--- src/rtl/if_id_pkg.sv ---
// Shared types and constants for the IF->ID pipeline stage.
package if_id_pkg;

    // Default datapath width of the fetch/decode fields.
    localparam int unsigned IF_ID_WIDTH = 32;

    // Canonical bubble instruction: addi x0, x0, 0.
    localparam logic [31:0] IF_ID_NOP_INST = 32'h0000_0013;

    // Occupancy of the stage: no entry, main entry only, main and skid entries.
    typedef enum logic [1:0] {EMPTY, FULL, SKID} if_id_state_e;

    // One fetched instruction with its PC fields, at the default width.
    typedef struct packed {
        logic [IF_ID_WIDTH-1:0] inst;
        logic [IF_ID_WIDTH-1:0] pc;
        logic [IF_ID_WIDTH-1:0] pcplus4;
    } if_id_entry_t;

endpackage

--- src/rtl/sat_counter.sv ---
// Enable-increment counter that sticks at all-ones; cleared only by reset.
module sat_counter #(
    parameter int unsigned CNT_W = 16
) (
    input  logic             CLK,
    input  logic             RST,
    input  logic             en,
    output logic [CNT_W-1:0] cnt
);

    logic [CNT_W-1:0] cnt_q, cnt_d;

    // Next count: increment when enabled unless already saturated.
    always_comb begin
        cnt_d = cnt_q;
        if (en && (cnt_q != '1)) begin
            cnt_d = cnt_q + CNT_W'(1);
        end
    end

    // Count register, asynchronous active-low reset.
    always_ff @(posedge CLK or negedge RST) begin
        if (!RST) begin
            cnt_q <= '0;
        end else begin
            cnt_q <= cnt_d;
        end
    end

    assign cnt = cnt_q;

endmodule

--- src/rtl/if_id_skid_stage.sv ---
// IF->ID pipeline register with a 2-entry skid buffer and synchronous flush.
// Optional perf counters enabled by defining IF_ID_PERF_CNT_EN.
module if_id_skid_stage
    import if_id_pkg::*;
#(
    parameter int unsigned     WIDTH    = IF_ID_WIDTH,
    parameter logic [WIDTH-1:0] NOP_INST = WIDTH'(IF_ID_NOP_INST),
    parameter int unsigned     CNT_W    = 16
) (
    input  logic             CLK,
    input  logic             RST,
    input  logic             FLUSH,
    input  logic             VALID_F,
    output logic             READY_F,
    input  logic [WIDTH-1:0] INST_F,
    input  logic [WIDTH-1:0] PC_F,
    input  logic [WIDTH-1:0] PCPLUS4_F,
    output logic             VALID_D,
    input  logic             READY_D,
    output logic [WIDTH-1:0] INST_D,
    output logic [WIDTH-1:0] PCD,
    output logic [WIDTH-1:0] PCPLUS4D,
    output logic [CNT_W-1:0] STALL_CNT,
    output logic [CNT_W-1:0] BUBBLE_CNT
);

    // Entry type at the instance width.
    typedef struct packed {
        logic [WIDTH-1:0] inst;
        logic [WIDTH-1:0] pc;
        logic [WIDTH-1:0] pcplus4;
    } entry_t;

    // Empty entries hold the bubble pattern so the outputs need no muxing.
    localparam entry_t BUBBLE = '{inst: NOP_INST, pc: '0, pcplus4: '0};

    if_id_state_e state_q, state_d;
    entry_t       main_q, main_d;
    entry_t       skid_q, skid_d;
    entry_t       fetch_entry;
    logic         accept;
    logic         deliver;

    assign fetch_entry = '{inst: INST_F, pc: PC_F, pcplus4: PCPLUS4_F};

    // Handshake decode straight from registered state.
    assign READY_F = (state_q != SKID);
    assign VALID_D = (state_q != EMPTY);
    assign accept  = VALID_F & READY_F;
    assign deliver = VALID_D & READY_D;

    // Next-state and entry movement; flush overrides every other event.
    always_comb begin
        state_d = state_q;
        main_d  = main_q;
        skid_d  = skid_q;
        if (FLUSH) begin
            state_d = EMPTY;
            main_d  = BUBBLE;
            skid_d  = BUBBLE;
        end else begin
            unique case (state_q)
                EMPTY: begin
                    if (accept) begin
                        main_d  = fetch_entry;
                        state_d = FULL;
                    end
                end
                FULL: begin
                    if (accept && deliver) begin
                        main_d = fetch_entry;
                    end else if (accept) begin
                        skid_d  = fetch_entry;
                        state_d = SKID;
                    end else if (deliver) begin
                        main_d  = BUBBLE;
                        state_d = EMPTY;
                    end
                end
                SKID: begin
                    if (deliver) begin
                        main_d  = skid_q;
                        skid_d  = BUBBLE;
                        state_d = FULL;
                    end
                end
                default: begin
                    state_d = EMPTY;
                    main_d  = BUBBLE;
                    skid_d  = BUBBLE;
                end
            endcase
        end
    end

    // State and entry registers, asynchronous active-low reset.
    always_ff @(posedge CLK or negedge RST) begin
        if (!RST) begin
            state_q <= EMPTY;
            main_q  <= BUBBLE;
            skid_q  <= BUBBLE;
        end else begin
            state_q <= state_d;
            main_q  <= main_d;
            skid_q  <= skid_d;
        end
    end

    assign INST_D   = main_q.inst;
    assign PCD      = main_q.pc;
    assign PCPLUS4D = main_q.pcplus4;

`ifdef IF_ID_PERF_CNT_EN
    logic stall_en;
    logic bubble_en;

    assign stall_en  = VALID_D & ~READY_D;
    assign bubble_en = ~VALID_D & READY_D;

    sat_counter #(
        .CNT_W (CNT_W)
    ) u_stall_cnt (
        .CLK (CLK),
        .RST (RST),
        .en  (stall_en),
        .cnt (STALL_CNT)
    );

    sat_counter #(
        .CNT_W (CNT_W)
    ) u_bubble_cnt (
        .CLK (CLK),
        .RST (RST),
        .en  (bubble_en),
        .cnt (BUBBLE_CNT)
    );
`else
    assign STALL_CNT  = '0;
    assign BUBBLE_CNT = '0;
`endif

endmodule

--- config.mk ---
export PLATFORM = sky130hd
export DESIGN_NAME = if_id_skid_stage
export DESIGN_NICKNAME = d
export VERILOG_FILES = /design/src/rtl/if_id_pkg.sv /design/src/rtl/sat_counter.sv /design/src/rtl/if_id_skid_stage.sv
export SDC_FILE = /design/constraint.sdc
export NUM_CORES = 1
export LEC_CHECK = 0
export BUFFER_PORTS_ARGS = -buffer_cell sky130_fd_sc_hd__buf_2
export CAP_MARGIN = 20
export CORE_MARGIN = 3
export CORE_UTILIZATION = 35
export CTS_CLUSTER_SIZE = 24
export DETAILED_ROUTE_END_ITERATION = 10
export GPL_TIMING_DRIVEN = 0
export PLACE_DENSITY = 0.67
export REMOVE_ABC_BUFFERS = 1
export SYNTH_ARGS = -nofsm -noshare
export SYNTH_HDL_FRONTEND = slang
export SYNTH_SLANG_ARGS = --single-unit
--- constraint.sdc ---
create_clock -name CLK -period 4.1 [get_ports CLK]
set_clock_uncertainty 0.2 [all_clocks]
set_input_delay 0.82 -clock CLK [delete_from_list [all_inputs] [get_ports CLK]]
set_output_delay 0.82 -clock CLK [all_outputs]
set_load 0.01 [all_outputs]
==> summary.txt <==
Clock tree
  • Clock slew seen by the registers of the worst setup and hold paths: 0.08 ns
  • Clock Latency Late Sink: 0.42 ns
  • Hold-fix buffers, CTS: 0
  • Root Buffer: clkbuf_16
  • Clock Sink Count: 194
  • CTS tree: built
  • Post-CTS Setup Bufs: 0
  • Post-CTS sizing: 0
  • CTS H-tree lvls: 4
  • CTS max path bufs: 2
  • Num CTS Buffers: 17

Yosys
  • Mux cell area share after synthesis: 19.1%
  • XOR/XNOR Fraction of Synth Area: 0%
  • Cell area after synthesis: 0.00998 sq mm
  • Avg Cell Area, Syn: 11.0 sq um
  • Yosys reg bits: 194
  • Ys Warns: 0
  • Combinational family with the most area after synthesis: multiplexers
  • Post-synth EDFFs: 0
  • Post-synth ARST share: 100%
  • Sequential area share after synthesis: 48.7%
  • Adder-cell share of the synthesized area: 0%
  • Post-Synth Simple-Gate Area: 4.68%
  • Synth cell types: 25
  • Gate count of the mapped netlist: 906
  • Compound-Gate Fraction of Synth Area: 17.3%
  • Ys flop type: dfrtp_1

Routing
  • Post-DR vias/cell: 5.00
  • # DRC: 0
  • Iteration-0 DRC count of the detailed router: 356
  • Vias: 7275
  • Drt total wl: 25.6 mm
  • DRT antenna net count: 0
  • Wire per inst: 17.6 um
  • Drt pass-1 iters: 6

Global routing
  • First-pass GRT wire length: 41.3 mm
  • Vias in the first global route: 7410
  • Initial antenna violation count: 3
  • Gr ovfl total: 0
  • Largest net degree at the start of global routing: 105
  • GRT Overall Usage: 16.7%

Timing
  • Slew @ Worst Pin: 0.818 ns
  • RSZ-0062 raised after global routing: false
  • Max Fclk: 306 MHz
  • Pins over their slew limit: 0
  • Hold Fails Final Rpt: 0
  • Max_slew headroom: 45.3%
  • Final Worst Setup Slack: 0.832 ns
  • Post-layout min period: 3.27 ns
  • Min Hold Slack: 0.170 ns
  • Setup TNS: 0 ns
  • Endpoints failing setup: 0
  • Crit share post-route: 79.7%

Worst setup path
  • RR Startpoint: state_q[0]$_DFFE_PN0P_
  • Startpoint Class: flip-flop
  • Worst reg-to-reg setup slack: 0.83 ns
  • Critical path type: reg2reg
  • WP data required: 4.25 ns
  • CP Data Arrival Time: 3.42 ns
  • End of the worst register-to-register path: INST_D[26]$_DFFE_PN0P_
  • Max FO, Critical Path: 57
  • Critical Path Sink Type: flip-flop
  • Worst r2r path cells: 7

Placement
  • IO buf count: 198
  • Post-DP HPWL: 16.1 mm
  • GP Congestion: 0.714
  • Worst slack, placed: 0.776 ns
  • Placed cell count: 1423

Cells and area
  • Fill count: 2692
  • P&R area growth vs syn: 19.7%
  • Final #Nets: 1165
  • Fin cells: 1456
  • Layout cell share with drive strength beyond 1: 24.4%

Pwr
  • Sw frac: 29.6%
  • Total net switching power: 1350 uW
  • Comb pwr share: 16.9%
  • Register share of total power: 46.6%
  • Pwr Total: 4580 uW
  • PD cells: 383 mW/mm^2
  • LEAKAGE: 0.00554 uW
  • Int Pwr: 3230 uW
  • Clock power share: 36.5%
  • Peak VDD IR: 0.314 mV

Die
  • Num ports: 231
  • CORE AREA: 0.0279 sq mm
  • Vertical die dimension: 175 um
  • Row cnt: 61
  • Die width: 175 um
  • Starting Density: 35.7%
  • Die area: 0.0306 sq mm

Status
  • Status: finished, final reports clean

Min path
  • Min-Delay Path Class: in2async

Run
  • Max_cap viols: 0
==> cell families after synthesis <==
kind of cell           Yosys count
other                            1
AO/OA/AOI/OAI                  202
buffers and inverters          204
multiplexers                   190
flip-flops                     194
AND/OR/NAND/NOR                115
==> sequential cells by signal, indices dropped and copies added, names as in the netlist <==
signal / flops
skid_q: 96
INST_D: 32
PCD: 32
PCPLUS4D: 32
state_q: 2
==> cell usage after synthesis (2+ instances only) <==
master	instances	area, sq um
a21oi_1	5	25.0
a22o_1	94	823
buf_1	7	26.3
buf_2	31	155
buf_4	48	360
buf_6	5	56.3
clkbuf_1	17	63.8
dfrtp_1	188	4700
dfstp_2	6	158
inv_1	96	360
mux2i_1	190	1900
nand2_1	97	364
nor2_1	4	15.0
nor2b_1	9	56.3
o21ai_0	6	30.0
o2bb2ai_1	93	815
or2_2	2	12.5
==> area by class of cell <==
class | instances | area, sq um | area share (%)
Sequential cell | 194 | 4870 | 40.8
Multi-Input combinational cell | 539 | 4250 | 35.6
Timing Repair Buffer | 216 | 1410 | 11.8
Tap cell | 378 | 473 | 3.96
Clock buffer | 20 | 467 | 3.91
Inverter | 96 | 360 | 3.02
Clock inverter | 12 | 111 | 0.932
Antenna cell | 1 | 2.50 | 0.0209
==> layout by cell type, fill, tap and decap left out, types with 2 or more instances in the layout <==
cell	n
buf_2	197
nor2_4	2
inv_8	3
nor2_1	3
dfstp_2	6
nor2b_1	8
clkbuf_8	3
a21oi_1	5
inv_1	96
buf_16	7
inv_6	3
clkinv_4	5
o21ai_0	6
conb_1	32
clkbuf_16	17
dfrtp_4	2
buf_12	11
a22o_1	93
nand2_1	97
dfrtp_1	186
o2bb2ai_1	93
mux2i_1	190
or2_2	2
==> through the flow <==
stage	area (sq um)	util (%)
2_1_floorplan	9440	-
3_3_place_gp	10900	39.0
3_5_place_dp	11400	40.7
4_1_cts	11900	42.8
5_1_grt	11900	42.8
6_report	11900	42.8
==> power groups by stage <==
| stage | sequential (uW) | clock (uW) | combinational [uW] |
|---|---|---|---|
| 2_1_floorplan | 2200 | 0 | 395 |
| 3_3_place_gp | 2200 | 0 | 756 |
| 3_5_place_dp | 2170 | 0 | 789 |
| 4_1_cts | 2130 | 1740 | 790 |
| 5_1_grt | 2150 | 1800 | 854 |
| 6_report | 2130 | 1670 | 775 |
==> worst max path at each step <==
stage,from,endpoint,slack [ns],cells past startpoint
2_1_floorplan,state_q[1]$_DFFE_PN0P_,INST_D[10]$_DFFE_PN0P_,-3.46,3
3_3_place_gp,state_q[1]$_DFFE_PN0P_,PCD[31]$_DFFE_PN0P_,-11.07,3
3_5_place_dp,state_q[0]$_DFFE_PN0P_,INST_D[26]$_DFFE_PN0P_,0.78,7
4_1_cts,state_q[0]$_DFFE_PN0P_,INST_D[26]$_DFFE_PN0P_,0.76,7
5_1_grt,state_q[0]$_DFFE_PN0P_,INST_D[26]$_DFFE_PN0P_,0.61,7
6_report,state_q[0]$_DFFE_PN0P_,INST_D[26]$_DFFE_PN0P_,0.83,7
==> per-layer routing <==
| layer | share of wire, % | routed length, um | track usage, % | vias up |
|---|---|---|---|---|
| met5 | 0.13 | 34 | 0 | - |
| met3 | 4.5 | 1160 | 3.02 | 15 |
| met1 | 49 | 12700 | 24.2 | 3645 |
| met4 | 0.62 | 159 | 3.22 | 6 |
| met2 | 45 | 11600 | 26.3 | 171 |
| li1 | - | - | - | 3438 |
==> critical path, stage by stage (launching register included) <==
cell,delay [ns]
dfrtp_4,0.84
buf_16,0.33
nor2b_1,0.33
nand2_1,0.15
a21oi_4,0.68
buf_12,0.28
buf_16,0.19
a22o_1,0.15
(Power assumes the default switching activity.)
